### src/rtl/aes_pkg.sv
// Shared definitions for the AES round controller: round counts, round-mode
// encodings and the controller state enum.
package aes_pkg;

  localparam int unsigned NR_128 = 10;
  localparam int unsigned NR_256 = 14;

  localparam logic [1:0] RND_ARK   = 2'b00;
  localparam logic [1:0] RND_FULL  = 2'b01;
  localparam logic [1:0] RND_FINAL = 2'b10;

  typedef enum logic [1:0] {
    S_IDLE  = 2'b00,
    S_ISSUE = 2'b01,
    S_WAIT  = 2'b10,
    S_DONE  = 2'b11
  } ctrl_state_e;

  // Round 0 is the initial key whitening; the last round skips MixColumns.
  function automatic logic [1:0] mode_of(input logic is_first, input logic is_last);
    logic [1:0] m;
    if (is_first) begin
      m = RND_ARK;
    end else if (is_last) begin
      m = RND_FINAL;
    end else begin
      m = RND_FULL;
    end
    return m;
  endfunction

endpackage

### src/rtl/aes_round_ctrl_if.sv
// Block-in, round-datapath and ciphertext-out signals of aes_round_ctrl.
// key_len exists only when AES_KEY256_EN is defined.
interface aes_round_ctrl_if #(
  parameter int DATA_W = 128
);

  logic              in_valid;
  logic              in_ready;
  logic [DATA_W-1:0] in_data;
`ifdef AES_KEY256_EN
  logic              key_len;
`endif
  logic              rnd_valid;
  logic [DATA_W-1:0] rnd_data;
  logic [1:0]        rnd_mode;
  logic [3:0]        rnd_key_idx;
  logic              rnd_ret_valid;
  logic [DATA_W-1:0] rnd_ret_data;
  logic              out_valid;
  logic              out_ready;
  logic [DATA_W-1:0] out_data;
  logic              busy;
  logic              err;

  modport master (
`ifdef AES_KEY256_EN
    input  key_len,
`endif
    input  in_valid, in_data, rnd_ret_valid, rnd_ret_data, out_ready,
    output in_ready, rnd_valid, rnd_data, rnd_mode, rnd_key_idx,
    output out_valid, out_data, busy, err
  );

  modport slave (
`ifdef AES_KEY256_EN
    output key_len,
`endif
    output in_valid, in_data, rnd_ret_valid, rnd_ret_data, out_ready,
    input  in_ready, rnd_valid, rnd_data, rnd_mode, rnd_key_idx,
    input  out_valid, out_data, busy, err
  );

endinterface

### src/rtl/aes_round_cnt.sv
// Round counter for the AES round controller: cleared on block accept,
// stepped once per completed round, with first/last-round decode.
module aes_round_cnt (
  input  logic       clk,
  input  logic       reset,
  input  logic       load,
  input  logic       inc,
  input  logic [3:0] last,
  output logic [3:0] rnd,
  output logic       is_first,
  output logic       is_last
);

  logic [3:0] rnd_r;

  // Counter register; the controller never steps past the last round.
  always_ff @(posedge clk or negedge reset) begin
    if (!reset) begin
      rnd_r <= 4'd0;
    end else if (load) begin
      rnd_r <= 4'd0;
    end else if (inc) begin
      rnd_r <= rnd_r + 4'd1;
    end else begin
      rnd_r <= rnd_r;
    end
  end

  assign rnd      = rnd_r;
  assign is_first = (rnd_r == 4'd0);
  assign is_last  = (rnd_r == last);

endmodule

### src/rtl/aes_round_ctrl.sv
// Iterative AES round sequencer: owns the shared round datapath for one block
// at a time. Defining AES_KEY256_EN adds a per-block key_len select (10/14 rounds).
module aes_round_ctrl
  import aes_pkg::*;
#(
  parameter int DATA_W = 128,
  parameter int NR     = NR_128
) (
  input logic              clk,
  input logic              reset,
  aes_round_ctrl_if.master bus
);

  ctrl_state_e       state_r;
  ctrl_state_e       state_nxt_s;
  logic [DATA_W-1:0] blk_r;
  logic              ready_en_r;
  logic              err_r;
  logic              accept_s;
  logic              ret_take_s;
  logic              load_s;
  logic              inc_s;
  logic [3:0]        rnd_s;
  logic [3:0]        last_s;
  logic              is_first_s;
  logic              is_last_s;

`ifdef AES_KEY256_EN
  logic key_len_r;

  // Key length is frozen for the whole block at accept time.
  always_ff @(posedge clk or negedge reset) begin
    if (!reset) begin
      key_len_r <= 1'b0;
    end else if (accept_s) begin
      key_len_r <= bus.key_len;
    end else begin
      key_len_r <= key_len_r;
    end
  end

  assign last_s = key_len_r ? 4'(NR_256) : 4'(NR);
`else
  assign last_s = 4'(NR);
`endif

  assign accept_s   = bus.in_valid & bus.in_ready;
  assign ret_take_s = (state_r == S_WAIT) & bus.rnd_ret_valid;

  aes_round_cnt u_cnt (
    .clk      (clk),
    .reset    (reset),
    .load     (load_s),
    .inc      (inc_s),
    .last     (last_s),
    .rnd      (rnd_s),
    .is_first (is_first_s),
    .is_last  (is_last_s)
  );

  // State register.
  always_ff @(posedge clk or negedge reset) begin
    if (!reset) begin
      state_r <= S_IDLE;
    end else begin
      state_r <= state_nxt_s;
    end
  end

  // Next-state and counter control.
  always_comb begin
    state_nxt_s = state_r;
    load_s      = 1'b0;
    inc_s       = 1'b0;
    case (state_r)
      S_IDLE: begin
        if (accept_s) begin
          state_nxt_s = S_ISSUE;
          load_s      = 1'b1;
        end else begin
          state_nxt_s = S_IDLE;
        end
      end
      S_ISSUE: state_nxt_s = S_WAIT;
      S_WAIT: begin
        if (bus.rnd_ret_valid) begin
          if (is_last_s) begin
            state_nxt_s = S_DONE;
          end else begin
            state_nxt_s = S_ISSUE;
            inc_s       = 1'b1;
          end
        end else begin
          state_nxt_s = S_WAIT;
        end
      end
      S_DONE: begin
        if (bus.out_ready) begin
          state_nxt_s = S_IDLE;
        end else begin
          state_nxt_s = S_DONE;
        end
      end
      default: state_nxt_s = S_IDLE;
    endcase
  end

  // in_ready stays low until the first clock after reset release.
  always_ff @(posedge clk or negedge reset) begin
    if (!reset) begin
      ready_en_r <= 1'b0;
      err_r      <= 1'b0;
    end else begin
      ready_en_r <= 1'b1;
      err_r      <= err_r | (bus.rnd_ret_valid & (state_r != S_WAIT));
    end
  end

  // Block state: plaintext on accept, then each round result in turn.
  always_ff @(posedge clk or negedge reset) begin
    if (!reset) begin
      blk_r <= '0;
    end else if (accept_s) begin
      blk_r <= bus.in_data;
    end else if (ret_take_s) begin
      blk_r <= bus.rnd_ret_data;
    end else begin
      blk_r <= blk_r;
    end
  end

  assign bus.in_ready    = (state_r == S_IDLE) & ready_en_r;
  assign bus.rnd_valid   = (state_r == S_ISSUE);
  assign bus.rnd_mode    = (state_r == S_ISSUE) ? mode_of(is_first_s, is_last_s) : RND_ARK;
  assign bus.rnd_key_idx = rnd_s;
  assign bus.rnd_data    = blk_r;
  assign bus.out_valid   = (state_r == S_DONE);
  assign bus.out_data    = blk_r;
  assign bus.busy        = (state_r != S_IDLE);
  assign bus.err         = err_r;

endmodule

### src/flat_wrapper.sv
// flat-port wrapper written by rule: the top's interface ports become plain ports
module aes_round_ctrl_flat import aes_pkg::*;
#(
  parameter int DATA_W = 128,
  parameter int NR     = NR_128
)
  (clk, reset, bus_in_valid, bus_in_data, bus_rnd_ret_valid, bus_rnd_ret_data, bus_out_ready, bus_in_ready, bus_rnd_valid, bus_rnd_data, bus_rnd_mode, bus_rnd_key_idx, bus_out_valid, bus_out_data, bus_busy, bus_err);
  aes_round_ctrl_if #(.DATA_W(DATA_W)) bus_i ();
  input logic clk;
  input logic reset;
  input wire logic [$bits(bus_i.in_valid)-1:0] bus_in_valid;
  input wire logic [$bits(bus_i.in_data)-1:0] bus_in_data;
  input wire logic [$bits(bus_i.rnd_ret_valid)-1:0] bus_rnd_ret_valid;
  input wire logic [$bits(bus_i.rnd_ret_data)-1:0] bus_rnd_ret_data;
  input wire logic [$bits(bus_i.out_ready)-1:0] bus_out_ready;
  output wire logic [$bits(bus_i.in_ready)-1:0] bus_in_ready;
  output wire logic [$bits(bus_i.rnd_valid)-1:0] bus_rnd_valid;
  output wire logic [$bits(bus_i.rnd_data)-1:0] bus_rnd_data;
  output wire logic [$bits(bus_i.rnd_mode)-1:0] bus_rnd_mode;
  output wire logic [$bits(bus_i.rnd_key_idx)-1:0] bus_rnd_key_idx;
  output wire logic [$bits(bus_i.out_valid)-1:0] bus_out_valid;
  output wire logic [$bits(bus_i.out_data)-1:0] bus_out_data;
  output wire logic [$bits(bus_i.busy)-1:0] bus_busy;
  output wire logic [$bits(bus_i.err)-1:0] bus_err;
  assign bus_i.in_valid = bus_in_valid;
  assign bus_i.in_data = bus_in_data;
  assign bus_i.rnd_ret_valid = bus_rnd_ret_valid;
  assign bus_i.rnd_ret_data = bus_rnd_ret_data;
  assign bus_i.out_ready = bus_out_ready;
  assign bus_in_ready = bus_i.in_ready;
  assign bus_rnd_valid = bus_i.rnd_valid;
  assign bus_rnd_data = bus_i.rnd_data;
  assign bus_rnd_mode = bus_i.rnd_mode;
  assign bus_rnd_key_idx = bus_i.rnd_key_idx;
  assign bus_out_valid = bus_i.out_valid;
  assign bus_out_data = bus_i.out_data;
  assign bus_busy = bus_i.busy;
  assign bus_err = bus_i.err;
  aes_round_ctrl #(.DATA_W(DATA_W), .NR(NR)) u_core (.clk(clk), .reset(reset), .bus(bus_i));
endmodule
### config.mk
export PLATFORM = sky130hd
export DESIGN_NAME = aes_round_ctrl_flat
export DESIGN_NICKNAME = d
export VERILOG_FILES = /design/src/rtl/aes_pkg.sv /design/src/rtl/aes_round_ctrl_if.sv /design/src/rtl/aes_round_cnt.sv /design/src/rtl/aes_round_ctrl.sv /design/src/flat_wrapper.sv
export SDC_FILE = /design/constraint.sdc
export NUM_CORES = 1
export LEC_CHECK = 0
export ABC_AREA = 1
export CAP_MARGIN = 25
export CORE_AREA = 8 8 197 199
export CTS_BUF_LIST = sky130_fd_sc_hd__clkbuf_2
export CTS_CLUSTER_SIZE = 25
export DETAILED_ROUTE_END_ITERATION = 12
export DIE_AREA = 0 0 205 207
export PLACE_DENSITY_LB_ADDON = 0.3
export SYNTH_ARGS = -nofsm -noshare
export SYNTH_HDL_FRONTEND = slang
export SYNTH_HIERARCHICAL = 1
export SYNTH_SLANG_ARGS = --single-unit
### constraint.sdc
create_clock -name clk -period 1.62 [get_ports clk]
set_input_delay 0.243 -clock clk [delete_from_list [all_inputs] [get_ports clk]]
set_output_delay 0.243 -clock clk [all_outputs]
set_load 0.005 [all_outputs]
==> flow_metrics.env, run 1 <==
export IMPL_drt_antenna_violating_nets=0
export IMPL_gp_congestion=0.888
export IMPL_maxCapViolations=0
export IMPL_num_fill_cells=3103
export IMPL_drc=0
export IMPL_seq_area_frac_synth_pct=36.3
export IMPL_fin_area_sq_um=19700
export IMPL_cts_tree="yes"
export IMPL_start_util_pct=26.1
export IMPL_worstSetupPathType="register to output port"
export IMPL_hold_start="bus_rnd_ret_data[77]"
export IMPL_ys_ff_latch=136
export IMPL_setup_tns_ps=-40370
export IMPL_post_dp_hpwl_um=31300
export IMPL_hold_viol_final=0
export IMPL_r2r_start="u_core/state_r[1]"
export IMPL_finalPower_mw=34.9
export IMPL_fp_dieH_um=207
export IMPL_avgSynthCellArea_sq_um=7.00
export IMPL_synthToLayoutAreaGrowth_pct=110
export IMPL_avgViaCountPerCell=5.09
export IMPL_async_reset_ff_share_pct=100
export IMPL_htree_levels=4
export IMPL_syn_inst=1341
export IMPL_clk_latency_ps=760
export IMPL_first_pass_iters=5
export IMPL_crit_required_ps=1380
export IMPL_synth_edf_count=0
export IMPL_synthFlopType="dfrtp_1"
export IMPL_grt_pass1_wl_um=73900
export IMPL_synth_top_cell_by_area="dfrtp_1"
export IMPL_clkTransAtPathRegs_ps=270
export IMPL_num_vias=12800
export IMPL_cts_root_buf="clkbuf_2"
export IMPL_ff_latch_area_sq_um=3420
export IMPL_finClkSkew_ps=48.1
export IMPL_multi_input_area_sq_um=5260
export IMPL_worstSetupEndpointType="output port"
export IMPL_violations="setup timing"
export IMPL_ys_types=22
export IMPL_finalMaxSlewViolations=0
export IMPL_cp_start_kind="register"
export IMPL_postPlaceCellArea_sq_um=14600
export IMPL_yosys_warnings=6
export IMPL_status="finished, violations left"
export IMPL_leakage_nw=10.0
export IMPL_grtUsageTotal_pct=22.1
export IMPL_wire_per_inst_um=21.8
export IMPL_vdd_drop_max_uv=1120
export IMPL_cts_sinks=136
export IMPL_finalCritPeriodShare_pct=136
export IMPL_min_period_ps=2210
export IMPL_yosys_top_cells_count="nand2_1 (394), nand4_1 (256), inv_1 (139), dfrtp_1 (136), nand3_1 (134)"
export IMPL_cp_startpoint="u_core/u_cnt/rnd[1]"
export IMPL_floorplan_die_area_sq_um=42400
export IMPL_drt_initial_drc_count=964
export IMPL_synth_area_sq_um=9390
export IMPL_finalSetupViolations=309
export IMPL_synthTopCellsByArea="dfrtp_1 (36%), nand4_1 (17%), nand2_1 (16%), buf_4 (11%), nand3_1 (7.1%)"
export IMPL_die_width_um=205
export IMPL_drt_total_wl_um=54800
export IMPL_rsz0062_at_grt="yes"
export IMPL_p_per_area_nw_per_um2=1770
export IMPL_antenna_found_initial=7
export IMPL_fin_ws_ps=-591
export IMPL_cts_made_buffers=17
export IMPL_hp_class="input pin to register"
export IMPL_rows=70
export IMPL_core_area_sq_um=35900
export IMPL_final_nets=2291
export IMPL_fin_util_pct=54.9
export IMPL_grt_max_degree=71
export IMPL_synth_most_common_cell="nand2_1"
export IMPL_ios=528
export IMPL_arrival_ps=1970
export IMPL_io_buffers=527
export IMPL_overflow=0
export IMPL_path_max_fanout=3
export IMPL_synth_top_area_share_pct=36.3
export IMPL_grt_pass1_vias=12400
export IMPL_drive_gt1_share_pct=49.2
export IMPL_clockBufferDepth=2
export IMPL_fmax_ghz=0.452
## layout by cell type (no fill, tap or decap), types with 18 or more instances in the layout
| cell | synthesis | final |
|---|---|---|
| inv_1 | 139 | 133 |
| clkdlybuf4s50_1 | 0 | 257 |
| buf_6 | 0 | 317 |
| nand3_1 | 134 | 44 |
| buf_8 | 0 | 18 |
| buf_4 | 132 | 123 |
| buf_16 | 0 | 19 |
| nand4_1 | 256 | 256 |
| buf_12 | 0 | 34 |
| nand2_1 | 394 | 196 |
| nand2_4 | 0 | 62 |
| buf_2 | 68 | 91 |
| dfrtp_1 | 136 | 127 |
| nand3_2 | 0 | 89 |
| nand2_2 | 0 | 136 |
| clkbuf_2 | 0 | 57 |
## critical path: stages (launching register included)
cell and delay [ps]:
dfrtp_1 470, inv_1 70, ha_2 180, nor3b_4 260, nor3b_2 80, buf_2 140
## stage by stage
stage	std cells	hold slack [ps]	worst slack [ps]
floorplan	1344	-52.6	35.1
detailed placement	2153	134	-235
finish	2515	124	-591
global placement	2153	135	-254
CTS	2431	7.00	-671
global route	2515	8.28	-768
## flip-flops by register name (all words and copies together) (netlist names)
register	count
u_core/ready_en_r	1
u_core/bus.err	1
u_core/state_r	2
u_core/bus.out_data	128
u_core/u_cnt/rnd	4
## path summary, 6_finish.rpt
| kind | cells after the start | endpoint | slack, ps |
|---|---|---|---|
| setup / recovery | 5 | bus_rnd_mode[1] | -590 |
| hold reg to reg | 1 | u_core/bus.err | 540 |
| hold / removal | 5 | u_core/bus.out_data[77] | 120 |
| min in group asynchronous | 3 | u_core/bus.out_data[98] | 370 |
| setup reg to reg | 12 | u_core/bus.out_data[31] | -330 |
| max in group asynchronous | 4 | u_core/bus.out_data[31] | 460 |
## routing by layer
metal / vias up / GRT usage, % / wire length [um]
li1: 5716 / - / -
met1: 6172 / 26.2 / 19900
met2: 787 / 37.2 / 27000
met3: 120 / 6.24 / 5880
met4: 0 / 8.83 / 2010
met5: - / 0 / 0
## final cells by class
| cell class | instances | area share [%] |
|---|---|---|
| sequential | 136 | 17.4 |
| multi-input combinational | 814 | 26.7 |
| antenna | 7 | 0.0889 |
| clock buffer | 18 | 0.457 |
| inverter | 140 | 2.76 |
| timing repair buffer | 919 | 48.9 |
| clock inverter | 13 | 0.794 |
| tap | 468 | 2.97 |
## power by group
part           internal, mW  switching, mW
clock network         0.847           1.48
logic                  14.8           11.0
registers              5.13           1.63
total                  20.8           14.1
## cell families (layout without fill, tap and decap cells)
kind of cell	count (synthesis)	in the layout	synth area share, %
adders and majority gates	2	2	0.267
AOI/OAI and AO/OA	5	5	0.293
xor gates and xnor gates	4	4	0.373
buffers and inverters	394	1090	21.9
other	2	12	0.0800
DFF	136	136	36.3
and+or+nand+nor	798	798	40.8
## repair_timing
| item | CTS | global route |
|---|---|---|
| pin swaps | 22 | 70 |
| resized for setup | 1242 | 584 |
| endpoints found under the hold margin | 152 | 0 |
| buffers inserted | 227 | 110 |
| gates cloned | 19 | 17 |
| hold buffers | 5 | 0 |
| endpoints found under the setup margin | 315 | 400 |
(Power assumes the default switching activity.)
==> run 2: changes to the inputs <==
--- a/config.mk
+++ b/config.mk
@@ -12,6 +12,7 @@
 export CTS_CLUSTER_SIZE = 25
 export DETAILED_ROUTE_END_ITERATION = 12
 export DIE_AREA = 0 0 205 207
+export MAX_ROUTING_LAYER = met4
 export PLACE_DENSITY_LB_ADDON = 0.3
 export SYNTH_ARGS = -nofsm -noshare
 export SYNTH_HDL_FRONTEND = slang
==> constraint.sdc (replaced) <==
create_clock -name clk -period 1.62 [get_ports clk]
set_input_delay 0.324 -clock clk [delete_from_list [all_inputs] [get_ports clk]]
set_output_delay 0.324 -clock clk [all_outputs]
set_load 0.005 [all_outputs]
==> flow_metrics.env, run 2 (synthesized netlist as in run 1, its figures left out) <==
export IMPL_num_fill_cells=3185
export IMPL_status="finished, violations left"
export IMPL_dr_wl_met2_um=28000
export IMPL_gp_congestion=0.903
export IMPL_violations="setup timing"
export IMPL_fmax_ghz=0.439
export IMPL_min_period_ps=2280
export IMPL_hold_slack_ps=160
export IMPL_drt_initial_drc_count=955
export IMPL_clk_latency_ps=750
export IMPL_start_util_pct=26.1
export IMPL_vdd_drop_max_uv=984
export IMPL_first_pass_iters=7
export IMPL_synthToLayoutAreaGrowth_pct=106
export IMPL_floorplan_die_area_sq_um=42400
export IMPL_slowest_stage="dfrtp_1"
export IMPL_cts_made_buffers=17
export IMPL_path_max_fanout=3
export IMPL_fin_area_sq_um=19300
export IMPL_htree_levels=4
export IMPL_clkTransAtPathRegs_ps=250
export IMPL_ios=528
export IMPL_overflow=0
export IMPL_postPlaceCellArea_sq_um=14500
export IMPL_grt_pass1_wl_um=72800
export IMPL_avgViaCountPerCell=5.12
export IMPL_antenna_found_initial=3
export IMPL_wire_per_inst_um=22.9
export IMPL_max_stage_delay_ps=460
export IMPL_post_dp_hpwl_um=30900
export IMPL_drive_gt1_share_pct=44.9
export IMPL_rows=70
export IMPL_drt_antenna_violating_nets=0
export IMPL_drt_total_wl_um=57100
export IMPL_final_common_cell="buf_6"
export IMPL_core_area_sq_um=35900
export IMPL_cts_sinks=136
export IMPL_crit_required_ps=1300
export IMPL_arrival_ps=1960
export IMPL_hold_viol_final=0
export IMPL_finalSetupViolations=394
export IMPL_maxCapViolations=0
export IMPL_finClkSkew_ps=25.0
export IMPL_finalCritPeriodShare_pct=141
export IMPL_ff2ff_setup_slack_ps=-200
export IMPL_io_buffers=527
export IMPL_clockBufferDepth=2
export IMPL_highest_layer="met4"
export IMPL_die_width_um=205
export IMPL_worstSetupPathType="register to output port"
export IMPL_rsz0062_at_grt="yes"
export IMPL_crit_chain="inv_2 > ha_4 > nor3b_4 > nor3_2 > buf_2"
export IMPL_finalPower_mw=35.4
export IMPL_cp_top_family="flip-flops"
export IMPL_num_vias=12800
export IMPL_fp_dieH_um=207
export IMPL_post_place_ws_ps=-333
export IMPL_ff_latch_area_sq_um=3410
export IMPL_cts_root_buf="clkbuf_2"
export IMPL_wl_met1_um=22100
export IMPL_drc=0
export IMPL_leakage_nw=9.90
export IMPL_finalMaxSlewViolations=0
export IMPL_hp_class="input pin to async pin"
export IMPL_largest_reg_flops=128
export IMPL_met3_length_um=5170
export IMPL_cp_start_kind="register"
export IMPL_cts_tree="yes"
export IMPL_path_buf_inv=2
export IMPL_grt_max_degree=69
export IMPL_fin_ws_ps=-660
export IMPL_final_nets=2274
export IMPL_final_cell_mix="buf_6 (325), clkdlybuf4s50_1 (257), nand4_1 (256)"
export IMPL_p_per_area_nw_per_um2=1830
export IMPL_multi_input_area_sq_um=4890
export IMPL_setup_tns_ps=-41580
export IMPL_grt_pass1_vias=12200
export IMPL_grtUsageTotal_pct=22.3
export IMPL_worstSetupEndpointType="output port"
run 2: cell types whose count changed in the layout (fill, tap and decap cells not counted), sizes merged:
cell         previous run  this run
clkinv                  8        10
clkinvlp                3         1
clkbuf                 72        77
dlygate4sd3             5         3
buf                   602       583
diode                   7         3
dlygate4sd2             1         0
run 2: worst paths after layout:
check                                           from                        to  cells past startpoint
worst max-delay path             u_core/u_cnt/rnd[0]           bus_rnd_mode[0]                      5
worst min-delay path                           reset   u_core/bus.out_data[92]                      3
worst max register to register     u_core/state_r[1]  u_core/bus.out_data[121]                     10
worst min register to register        u_core/bus.err            u_core/bus.err                      1
max in group asynchronous                      reset   u_core/bus.out_data[14]                      3
min in group clk                bus_rnd_ret_data[56]   u_core/bus.out_data[56]                      5
run 2: cell type report:
type                       instances  share of cell area (%)
antenna                            3                  0.0388
clock buffer                      18                   0.466
clock inverter                    13                   0.809
inverter                         140                    2.80
multi-input combinational        814                    25.3
sequential                       136                    17.7
tap                              468                    3.03
timing repair buffer             902                    49.9
run 2: layer usage:
layer | vias to the layer above | global-route usage (%)
met3 | 109 | 5.23
li1 | 5678 | -
met1 | 6188 | 26.4
met2 | 786 | 36.8
met5 | - | -
met4 | 0 | 7.30
run 2: what timing repair did:
action / CTS / global route
hold buffers: 3 / 1
gates resized for setup: 1211 / 514
endpoints found under the hold margin: 141 / 1
buffers inserted: 200 / 87
pin swaps: 4 / 85
setup endpoints to repair: 269 / 399
gates cloned: 7 / 41
run 2: worst register-to-register path: stages (launching register included):
cell     delay [ps]
dfrtp_4         540
buf_6           130
nor2_4          100
buf_6           130
nand3_4         120
buf_12          190
buf_12          150
buf_6           130
buf_16          130
nand3_1          60
nand2_1          60
run 2: where the power goes:
group          switching, mW  total [mW]  leakage, nW  internal (mW)
Sequential              1.64        6.76         1.61           5.12
Clock                   1.52        2.37        0.151          0.852
Combinational           11.3        26.2         8.13           14.9
run 2: per-stage QoR:
stage | instances | util [%]
5_1_grt | 2494 | 53.8
4_1_cts | 2391 | 45.9
6_report | 2494 | 53.8
2_1_floorplan | 1344 | -
3_3_place_gp | 2150 | 40.5
3_5_place_dp | 2150 | 40.5
==> run 3: changes to the inputs <==
==> constraint.sdc (replaced) <==
create_clock -name clk -period 2 [get_ports clk]
set_input_delay 0.4 -clock clk [delete_from_list [all_inputs] [get_ports clk]]
set_output_delay 0.4 -clock clk [all_outputs]
set_load 0.005 [all_outputs]
==> flow_metrics.env, run 3 (synthesized netlist as in run 1, its figures left out) <==
export IMPL_grtUsageTotal_pct=20.1
export IMPL_floorplan_die_area_sq_um=42400
export IMPL_fp_dieH_um=207
export IMPL_htree_levels=4
export IMPL_drt_antenna_violating_nets=0
export IMPL_start_util_pct=26.1
export IMPL_num_fill_cells=3739
export IMPL_path_buf_inv=2
export IMPL_slowest_stage="dfrtp_1"
export IMPL_postPlaceCellArea_sq_um=14300
export IMPL_violations="setup timing"
export IMPL_arrival_ps=1960
export IMPL_wire_per_inst_um=19.3
export IMPL_internal_power_mw=11.6
export IMPL_cp_start_kind="register"
export IMPL_p_seq_share_pct=26.1
export IMPL_cts_made_buffers=17
export IMPL_maxCapViolations=0
export IMPL_path_max_fanout=2
export IMPL_p_per_area_nw_per_um2=1320
export IMPL_status="finished, violations left"
export IMPL_grt_pass1_wl_um=66600
export IMPL_synthToLayoutAreaGrowth_pct=65.0
export IMPL_worstSetupEndpointType="output port"
export IMPL_reg2reg_to="u_core/bus.out_data[92]"
export IMPL_fin_ws_ps=-358
export IMPL_leakage_nw=8.17
export IMPL_min_period_ps=2360
export IMPL_ios=528
export IMPL_fmax_ghz=0.424
export IMPL_final_common_cell="nand2_1"
export IMPL_fin_util_pct=43.1
export IMPL_vdd_drop_max_uv=856
export IMPL_grt_pass1_vias=11400
export IMPL_cts_tree="yes"
export IMPL_core_area_sq_um=35900
export IMPL_finalCritPeriodShare_pct=118
export IMPL_num_vias=11400
export IMPL_finClkSkew_ps=18.5
export IMPL_rows=70
export IMPL_final_nets=2104
export IMPL_cp_top_family="flip-flops"
export IMPL_drive_gt1_share_pct=19.9
export IMPL_cts_sinks=136
export IMPL_r2r_start="u_core/state_r[1]"
export IMPL_clockBufferDepth=2
export IMPL_clkPwrFrac_pct=8.3
export IMPL_clkTransAtPathRegs_ps=230
export IMPL_final_cell_mix="nand2_1 (392), clkdlybuf4s50_1 (257), nand4_1 (256)"
export IMPL_sw_frac_of_total_pct=43.0
export IMPL_power_switching_mw=8.80
export IMPL_cts_root_buf="clkbuf_2"
export IMPL_overflow=0
export IMPL_finalSetupViolations=7
export IMPL_worstMarginPinSlew_ps=867
export IMPL_max_stage_delay_ps=460
export IMPL_first_pass_iters=5
export IMPL_drt_initial_drc_count=757
export IMPL_ff2ff_setup_slack_ps=70
export IMPL_largest_reg_flops=128
export IMPL_rsz0062_at_grt="yes"
export IMPL_die_width_um=205
export IMPL_multi_input_area_sq_um=4010
export IMPL_crit_required_ps=1600
export IMPL_antenna_found_initial=2
export IMPL_grt_max_degree=70
export IMPL_ff_latch_area_sq_um=3410
export IMPL_fin_area_sq_um=15500
export IMPL_crit_chain="buf_6 > xnor2_2 > nand2_1 > nor2_2 > nor3b_2 > buf_2"
export IMPL_drc=0
export IMPL_post_dp_hpwl_um=29400
export IMPL_hp_class="input pin to async pin"
export IMPL_worstSetupPathType="register to output port"
export IMPL_drt_total_wl_um=44800
export IMPL_avgViaCountPerCell=4.91
export IMPL_io_buffers=527
export IMPL_rr_worst_depth=10
export IMPL_finalMaxSlewViolations=0
export IMPL_combPwrFrac_pct=65.7
export IMPL_clk_latency_ps=720
export IMPL_gp_congestion=0.839
export IMPL_hold_viol_final=0
export IMPL_slew_limit_headroom_pct=42.2
## run 3: final cells by class
class	instances	area share [%]
multi-input cells	815	25.9
diodes	2	0.0323
inverters	140	3.43
clock inverters	13	0.800
well taps	468	3.78
repair buffers	731	43.4
flip-flops and latches	136	22.1
clock buffers	19	0.614
## run 3: metrics by stage
stage	TNS, ps	setup slack (ps)	hold WS, ps	power (mW)	cells
global placement	0	32.7	378	17.5	2132
floorplan	0	332	104	11.4	1344
global route	-2950	-580	40.1	21.9	2324
CTS	-3590	-465	16.6	20.2	2306
detailed placement	0	2.09	381	17.6	2132
finish	-1400	-358	135	20.4	2324
## run 3: power groups by stage
| stage | logic (mW) | registers, mW | clock network, mW |
|---|---|---|---|
| floorplan | 6.11 | 5.31 | 0 |
| global placement | 11.9 | 5.63 | 0 |
| detailed placement | 12.0 | 5.62 | 0 |
| CTS | 13.2 | 5.27 | 1.79 |
| global route | 14.5 | 5.49 | 1.90 |
| finish | 13.4 | 5.33 | 1.69 |
## run 3: timing repair
| item | CTS | global route |
|---|---|---|
| hold endpoints to repair | 138 | 0 |
| hold buffers | 2 | 0 |
| resized for setup | 581 | 128 |
| cloned | 0 | 2 |
| pin swaps | 5 | 4 |
| setup buffers | 141 | 16 |
| endpoints found under the setup margin | 267 | 154 |
## run 3: how the worst max path moves through the flow
stage / startpoint / end / slack [ps] / depth (start not counted)
finish: u_core/u_cnt/rnd[0] / bus_rnd_mode[1] / -360 / 6
global route: u_core/u_cnt/rnd[0] / bus_rnd_mode[1] / -580 / 6
CTS: u_core/u_cnt/rnd[0] / bus_rnd_mode[1] / -460 / 6
detailed placement: u_core/u_cnt/rnd[0] / bus_rnd_mode[1] / 2 / 5
global placement: u_core/u_cnt/rnd[0] / bus_rnd_mode[1] / 30 / 5
floorplan: u_core/state_r[1] / u_core/u_cnt/rnd[3] / 330 / 11
## run 3: layer usage
metal  vias up  global-route usage [%]  part of all wire (%)
met1      5399                    23.6                    39
met2       645                    33.8                    49
li1       5313                       -                     -
met4         0                    6.78                   2.6
met3        60                    4.17                   9.2
met5         -                       -                     0
